<file path="src/rtl/dieu_khien_xung.sv">
// Three-channel tick/square-wave generator with continuous and counted-burst modes.
// Burst mode (BURST/DONE states, done pulse) is built only when BURST_MODE_EN is defined.
module dieu_khien_xung #(
  parameter int DIV0 = 100000000,
  parameter int DIV1 = 50000000,
  parameter int DIV2 = 25000000
) (
  input  logic       clki,
  input  logic       rst_n,
  input  logic       start,
  input  logic       stop,
  input  logic       burst,
  input  logic [1:0] sel,
  input  logic [7:0] burst_len,
  output logic [2:0] tick,
  output logic [2:0] sq,
  output logic       busy,
  output logic       done
);

  typedef enum logic [1:0] {IDLE, RUN, BURST, DONE} state_t;

  state_t      state;
  logic [1:0]  sel_l;
  logic [7:0]  len_l;
  logic [7:0]  bcnt;
  logic [2:0]  tick_nx;
  logic        burst_req;
  logic [1:0]  sel_in;
  logic [7:0]  len_in;
  logic        active;
  logic        go;
  logic        tick_sel;
  logic        finish;
  logic        stay;
  logic        run_nx;

`ifdef BURST_MODE_EN
  assign burst_req = burst;
  assign sel_in    = (sel == 2'd3) ? 2'd0 : sel;
  assign len_in    = burst_len;
`else
  logic unused_cfg;
  assign unused_cfg = ^{burst, sel, burst_len};
  assign burst_req  = 1'b0;
  assign sel_in     = 2'd0;
  assign len_in     = 8'd0;
`endif

  assign active = (state == RUN) || (state == BURST);
  assign go     = (state == IDLE) && start && !stop;

  always_comb begin
    tick_sel = tick[0];
    case (sel_l)
      2'd1:    tick_sel = tick[1];
      2'd2:    tick_sel = tick[2];
      default: tick_sel = tick[0];
    endcase
  end

  // Burst ends at the edge closing the last selected tick, or immediately for length 0.
  assign finish = (state == BURST) &&
                  ((len_l == 8'd0) || (tick_sel && (bcnt + 8'd1 == len_l)));
  assign stay   = active && !stop && !finish;
  assign run_nx = go || stay;

  for (genvar n = 0; n < 3; n++) begin : g_ch
    localparam int D = (n == 0) ? DIV0 : ((n == 1) ? DIV1 : DIV2);
    localparam int W = $clog2(D);
    localparam logic [W-1:0] LAST = W'(D - 1);

    logic [W-1:0] cnt;
    logic [W-1:0] cnt_nx;

    always_comb begin
      cnt_nx = '0;
      if (stay)
        cnt_nx = (cnt == LAST) ? '0 : cnt + W'(1);
    end

    // Registered tick: high in exactly the cycles whose counter value is LAST.
    assign tick_nx[n] = stay && (cnt_nx == LAST);

    always_ff @(posedge clki or negedge rst_n) begin
      if (!rst_n) cnt <= '0;
      else        cnt <= cnt_nx;
    end
  end

  always_ff @(posedge clki or negedge rst_n) begin
    if (!rst_n) begin
      state <= IDLE;
      sel_l <= 2'd0;
      len_l <= 8'd0;
      bcnt  <= 8'd0;
      tick  <= 3'b000;
      sq    <= 3'b000;
      busy  <= 1'b0;
      done  <= 1'b0;
    end else begin
      tick <= tick_nx;
      busy <= run_nx;
      done <= finish && !stop;
      // Square waves hold through DONE and clear once the state returns to IDLE.
      if (run_nx || (finish && !stop)) sq <= sq ^ tick;
      else                             sq <= 3'b000;

      case (state)
        IDLE: begin
          if (go) begin
            state <= burst_req ? BURST : RUN;
            sel_l <= sel_in;
            len_l <= len_in;
            bcnt  <= 8'd0;
          end
        end
        RUN: begin
          if (stop) state <= IDLE;
        end
        BURST: begin
          if (stop)          state <= IDLE;
          else if (finish)   state <= DONE;
          else if (tick_sel) bcnt  <= bcnt + 8'd1;
        end
        default: begin
          state <= IDLE;
          bcnt  <= 8'd0;
        end
      endcase
    end
  end

endmodule

</file>
<file path="config.mk">
export PLATFORM = sky130hd
export DESIGN_NAME = dieu_khien_xung
export DESIGN_NICKNAME = d
export VERILOG_FILES = /design/src/rtl/dieu_khien_xung.sv
export SDC_FILE = /design/constraint.sdc
export NUM_CORES = 1
export LEC_CHECK = 0
export CORE_UTILIZATION = 61
export DETAILED_ROUTE_END_ITERATION = 16
export GPL_TIMING_DRIVEN = 0
export PLACE_DENSITY = 0.8
export REMOVE_ABC_BUFFERS = 1
export SLEW_MARGIN = 0
export SYNTH_ARGS = -nofsm -noshare
export SYNTH_HDL_FRONTEND = slang
export SYNTH_SLANG_ARGS = --single-unit
</file>
<file path="constraint.sdc">
create_clock -name clki -period 2.95 [get_ports clki]
set_clock_uncertainty 0.2 [all_clocks]
set_input_delay 0.4425 -clock clki [delete_from_list [all_inputs] [get_ports clki]]
set_output_delay 0.4425 -clock clki [all_outputs]
set_load 0.01 [all_outputs]
</file>
# Word level (Yosys, flattened, before mapping)
# Index checks and enable logic that the tools add are counted.
[classes]
add_sub_neg = 3
eq_ne = 11
muxes = 11
bitwise = 1
reduce_logical = 15
[op_table]
columns = ["cell", "n"]
rows = [
  ["== test 27 bit (second input constant)", 2],
  ["two-way mux 27 bit", 2],
  ["== test 26 bit (second input constant)", 2],
  ["two-way mux 26 bit", 2],
  ["== test 25 bit (second input constant)", 2],
  ["two-way mux 25 bit", 2],
  ["adder 27 x 1 -> 27 bit (second input constant)", 1],
  ["adder 26 x 1 -> 26 bit (second input constant)", 1],
  ["adder 25 x 1 -> 25 bit (second input constant)", 1],
  ["logical AND 1 bit", 8],
  ["two-way mux 2 bit", 3],
  ["case mux 2 bit (3 select lines)", 1],
  ["inequality test 2 bit (second input constant)", 2],
  ["logical OR 1 bit", 3],
  ["two-way mux 3 bit", 1],
  ["inequality test 3 bit (second input constant)", 1],
  ["AND reduction 3 bit", 1],
  ["bitwise XOR 3 bit", 1],
  ["== test 2 x 1 -> 1 bit (second input constant)", 1],
  ["== test 2 bit (second input constant)", 1],
  ["logical NOT 1 bit", 2],
  ["logical NOT 2 bit", 1],
]
[word_totals]
regBits = 88
out_inout_bits = 8
word_cells = 49

# Depth between registers and ports, before layout
[depth]
depth_word = 7
ltp_mapped = 8

# Worst setup path before layout
# Ideal clock, no wire load.
[synth_timing]
path_kind = "register -> register"
start = "register g_ch[0].cnt[0]"
end = "register g_ch[0].cnt[17]"
setup_ps = 132
arrival_time_ps = 1972
required_time_ps = 2618
path_slack_ps = 647
stages_incl_launch_ff = 7
path_buffers = 1
synth_period_minus_slack_ps = 2303
cell_sequence = "dfrtp_1 > ha_1 > nand3_4 > or2_2 > o31ai_2 > clkbuf_1 > nor2_1"
[synth_via]
elab_chain_cells = 3
word_cells_on_any_way = 4
classes_between = "add/sub: 1; eq/ne: 1; mux: 2"
[synth_lines]
columns = ["item", "line", "rtl"]
rows = [
  ["start, declared", "73", "logic [W-1:0] cnt;"],
  ["start signal, assigned", "87", "else cnt <= cnt_nx;"],
  ["adder 27 x 1 -> 27 bit or == test 27 bit (tied branches)", "79", "cnt_nx = (cnt == LAST) ? '0 : cnt + W'(1);"],
  ["two-way mux 27 bit (*)", "79", ""],
  ["two-way mux 27 bit (*)", "78", "if (stay)"],
  ["net g_ch[0].cnt_nx[17]", "74", "logic [W-1:0] cnt_nx;"],
]
# Mark *: on every way through the listed nets, which the timed path passes. The rest lies on a longest branch.
# A chain may end at the register's enable or synchronous reset.

# Final worst setup path
[layout_timing]
start = "register g_ch[1].cnt[0]"
end = "register tick[1]"
[layout_via]
elab_chain_cells = 5
word_cells_on_any_way = 6
classes_between = "add/sub: 1; eq/ne: 2; mux: 2; reduce/logical: 1"
[layout_lines]
columns = ["item", "line", "rtl"]
rows = [
  ["start, declared", "73", ""],
  ["start signal, assigned", "87", ""],
  ["adder 26 x 1 -> 26 bit or == test 26 bit (tied branches)", "79", ""],
  ["two-way mux 26 bit (*)", "79", ""],
  ["two-way mux 26 bit (*)", "78", ""],
  ["== test 26 bit (*)", "83", "assign tick_nx[n] = stay && (cnt_nx == LAST);"],
  ["logical AND 1 bit (*)", "83", ""],
  ["net tick_nx[1]", "27", "logic [2:0] tick_nx;"],
  ["end signal, assigned", "102", "tick <= tick_nx;"],
  ["end, declared", "15", "output logic [2:0] tick,"],
]
# Marks and branches as above.

==> summary.md <==
| Metric | Value |
|---|---|
| Synth top area share | 0.439 |
| P&R area growth vs syn | 9.06% |
| Syn Inst Count | 537 |
| DR iter-0 viols | 282 |
| Clock Latency Late Sink | 0.36 ns |
| Final min period | 2.82 ns |
| Num CTS Buffers | 9 |
| Clock sinks | 88 |
| Max-slew headroom | 0.604 |
| Post-synth EDFFs | 0 |
| Io pins | 23 |
| Layout cells sized above 1 | 0.0792 |
| Postcts setup bufs | 0 |
| Pre-CTS setup slack | -0.423 ns |
| Yosys cell types | 65 |
| First-pass GRT wire length | 17700 um |
| Ys flop type | dfrtp_1 |
| Row Count | 32 |
| Post-DP HPWL | 7400 um |
| Combined area of the multi-input logic cells | 2680 sq um |
| CTS H-tree depth | 3 |
| RePlAce Congestion | 0.862 |
| PortBufs | 11 |
| Post-Synthesis Cell Area | 5010 sq um |
| Status | finished, final reports clean |
| Critical Path Start Type | register |
| Fraction of registers with async set/reset | 1.00 |
| DRC viols | 0 |
| Mean area per synthesized cell | 9.33 sq um |
| # setup viols final | 0 |
| Data arrival, critical path | 2.90 ns |
| DIE AREA | 8580 sq um |
| Final hold vios | 0 |
| Initial Utilization | 0.639 |
| Most frequent cells in the layout | dfrtp_1, nor2_1, xor2_1 |
| Initial antenna violation count | 0 |
| CTS tree | done |
| Synth area leaders | dfrtp_1, xor2_1, nor2_1 |
| Die Wd | 92.6 um |
| Final worst slack | 0.126 ns |
| YS warnings | 0 |
| Max clock buf depth | 2 |
| Via/cell ratio | 6.23 |
| Sequential element share of the synthesized area | 0.439 |
| CP required | 3.03 ns |
| Crit path max fanout | 16 |
| Via count of the first global-routing pass | 3926 |
| Clock transition at path regs | 0.08 ns |
| Die height | 92.6 um |
| CORE AREA | 7850 sq um |
| Tightest Pin Transition | 0.590 ns |
| Commonest non-fill, non-tap cell in the layout | dfrtp_1 |
| CTS root buf | clkbuf_8 |
| Synth Register Bits | 88 |
| Worst VDD drop | 0.286 mV |
| Post-route ant nets | 0 |
| Register area | 2200 sq um |
| Final Power | 2.46 mW |
| Drt total wl | 10400 um |
| DR WL/cell | 16.2 um |
| Post-synth top area cell | dfrtp_1 |
| Crit path kind | reg -> reg |
| # diodes | 0 |
| GRT Resource Usage Total | 0.261 |
| FMAX | 0.354 GHz |
| First-pass DRT Iterations | 5 |
| Tcrit/Tclk final | 0.957 |
| # fillers | 615 |
| Largest net degree at the start of global routing | 57 |
| HP Class | reg -> reg |
| Max Slew Vio Count | 0 |
| Nets@finish | 561 |
| Pleak | 2.10 nW |
| Pwr/cell area | 450 nW/um^2 |
| Setup crit end kind | register |
| Vias | 4017 |
| Max-Cap Viols | 0 |
| Grt total ovfl | 0 |
## repair_timing
item,CTS,global route
hold endpoints to repair,32,0
pin swaps,0,1
gates resized for setup,1,4
endpoints found under the setup margin,2,1
hold buffers,1,0
## logic make-up (layout without fill, tap and decap cells)
kind of cell | Yosys count | after routing | share of synthesized area
buf+inv | 39 | 45 | 0.0339
compound gates | 60 | 60 | 0.0794
mux | 2 | 2 | 0.00399
fa+ha+maj | 6 | 6 | 0.0150
simple gates | 275 | 275 | 0.311
flops | 88 | 88 | 0.439
xor+xnor | 67 | 67 | 0.117
## layout make-up
type,count,share of cell area
Tap cell,102,0.0233
Clock buffer,11,0.0259
Sequential cell,88,0.403
Multi-Input combinational cell,410,0.491
Clock inverter,3,0.0124
Inverter,15,0.0103
Timing Repair Buffer,16,0.0348
## power breakdown
part	internal, mW	total [mW]	switching [mW]
sequential	1.23	1.26	0.0283
clock	0.491	0.898	0.406
combinational	0.105	0.305	0.200
total	1.83	2.46	0.635
## per-stage QoR
| step | instances | setup TNS (ns) | hold slack [ns] | utilization | instance area (sq um) |
|---|---|---|---|---|---|
| 2_1_floorplan | 513 | 0 | -0.0531 | - | 4900 |
| 4_1_cts | 645 | 0 | 0.307 | 0.694 | 5450 |
| 3_5_place_dp | 630 | -0.868 | 0.221 | 0.665 | 5220 |
| 6_report | 645 | 0 | 0.306 | 0.697 | 5470 |
| 3_3_place_gp | 626 | -174.02 | 0.292 | 0.654 | 5140 |
| 5_1_grt | 645 | -0.0268 | 0.359 | 0.697 | 5470 |
## Yosys cell counts (4+ instances only)
cell type	count
a21oi_1	12
and2_1	4
and3_1	12
and4_1	11
buf_2	6
clkbuf_1	11
clkbuf_2	4
dfrtp_1	88
ha_1	6
inv_1	15
nand2_1	34
nand2b_1	5
nand3_1	31
nand4_1	21
nand4b_1	6
nor2_1	82
nor3_1	14
nor4_1	14
o21ai_0	15
o31ai_1	4
or3_1	5
xnor2_1	31
xor2_1	36
## registers in the layout, indices dropped and copies added, names as in the netlist
signal    flops
sq            3
g_ch.cnt     78
busy          1
tick          3
done          1
state         2
## worst paths after layout
kind / from / to / slack, ns / cells after the start
worst max-delay path: g_ch[1].cnt[0]$_DFF_PN0_ / tick[1]$_DFF_PN0_ / 0.13 / 8
worst min-delay path: g_ch[2].cnt[0]$_DFF_PN0_ / g_ch[2].cnt[0]$_DFF_PN0_ / 0.31 / 1
worst max register to register: g_ch[1].cnt[0]$_DFF_PN0_ / tick[1]$_DFF_PN0_ / 0.13 / 8
worst min register to register: g_ch[2].cnt[0]$_DFF_PN0_ / g_ch[2].cnt[0]$_DFF_PN0_ / 0.31 / 1
max in group asynchronous: rst_n / g_ch[0].cnt[20]$_DFF_PN0_ / 1.56 / 3
min in group asynchronous: rst_n / g_ch[1].cnt[14]$_DFF_PN0_ / 0.36 / 2
## per-layer routing
layer  GRT usage  vias to the layer above  routed length, um
met5           0                        -                  0
met4       0.117                        0                217
met3      0.0369                       22                528
met2       0.431                      123               5000
met1       0.343                     1958               4670
li1            -                     1914                  -
## critical path, cell delays in order, from the launching register on
cell       delay (ns)
dfrtp_1          0.45
ha_1             0.28
and4_1           0.29
nand4_1          0.20
o21ai_4          0.36
buf_8            0.21
a211oi_1         0.06
a2111oi_1        0.41
and4_1           0.29
(Power assumes the default switching activity.)
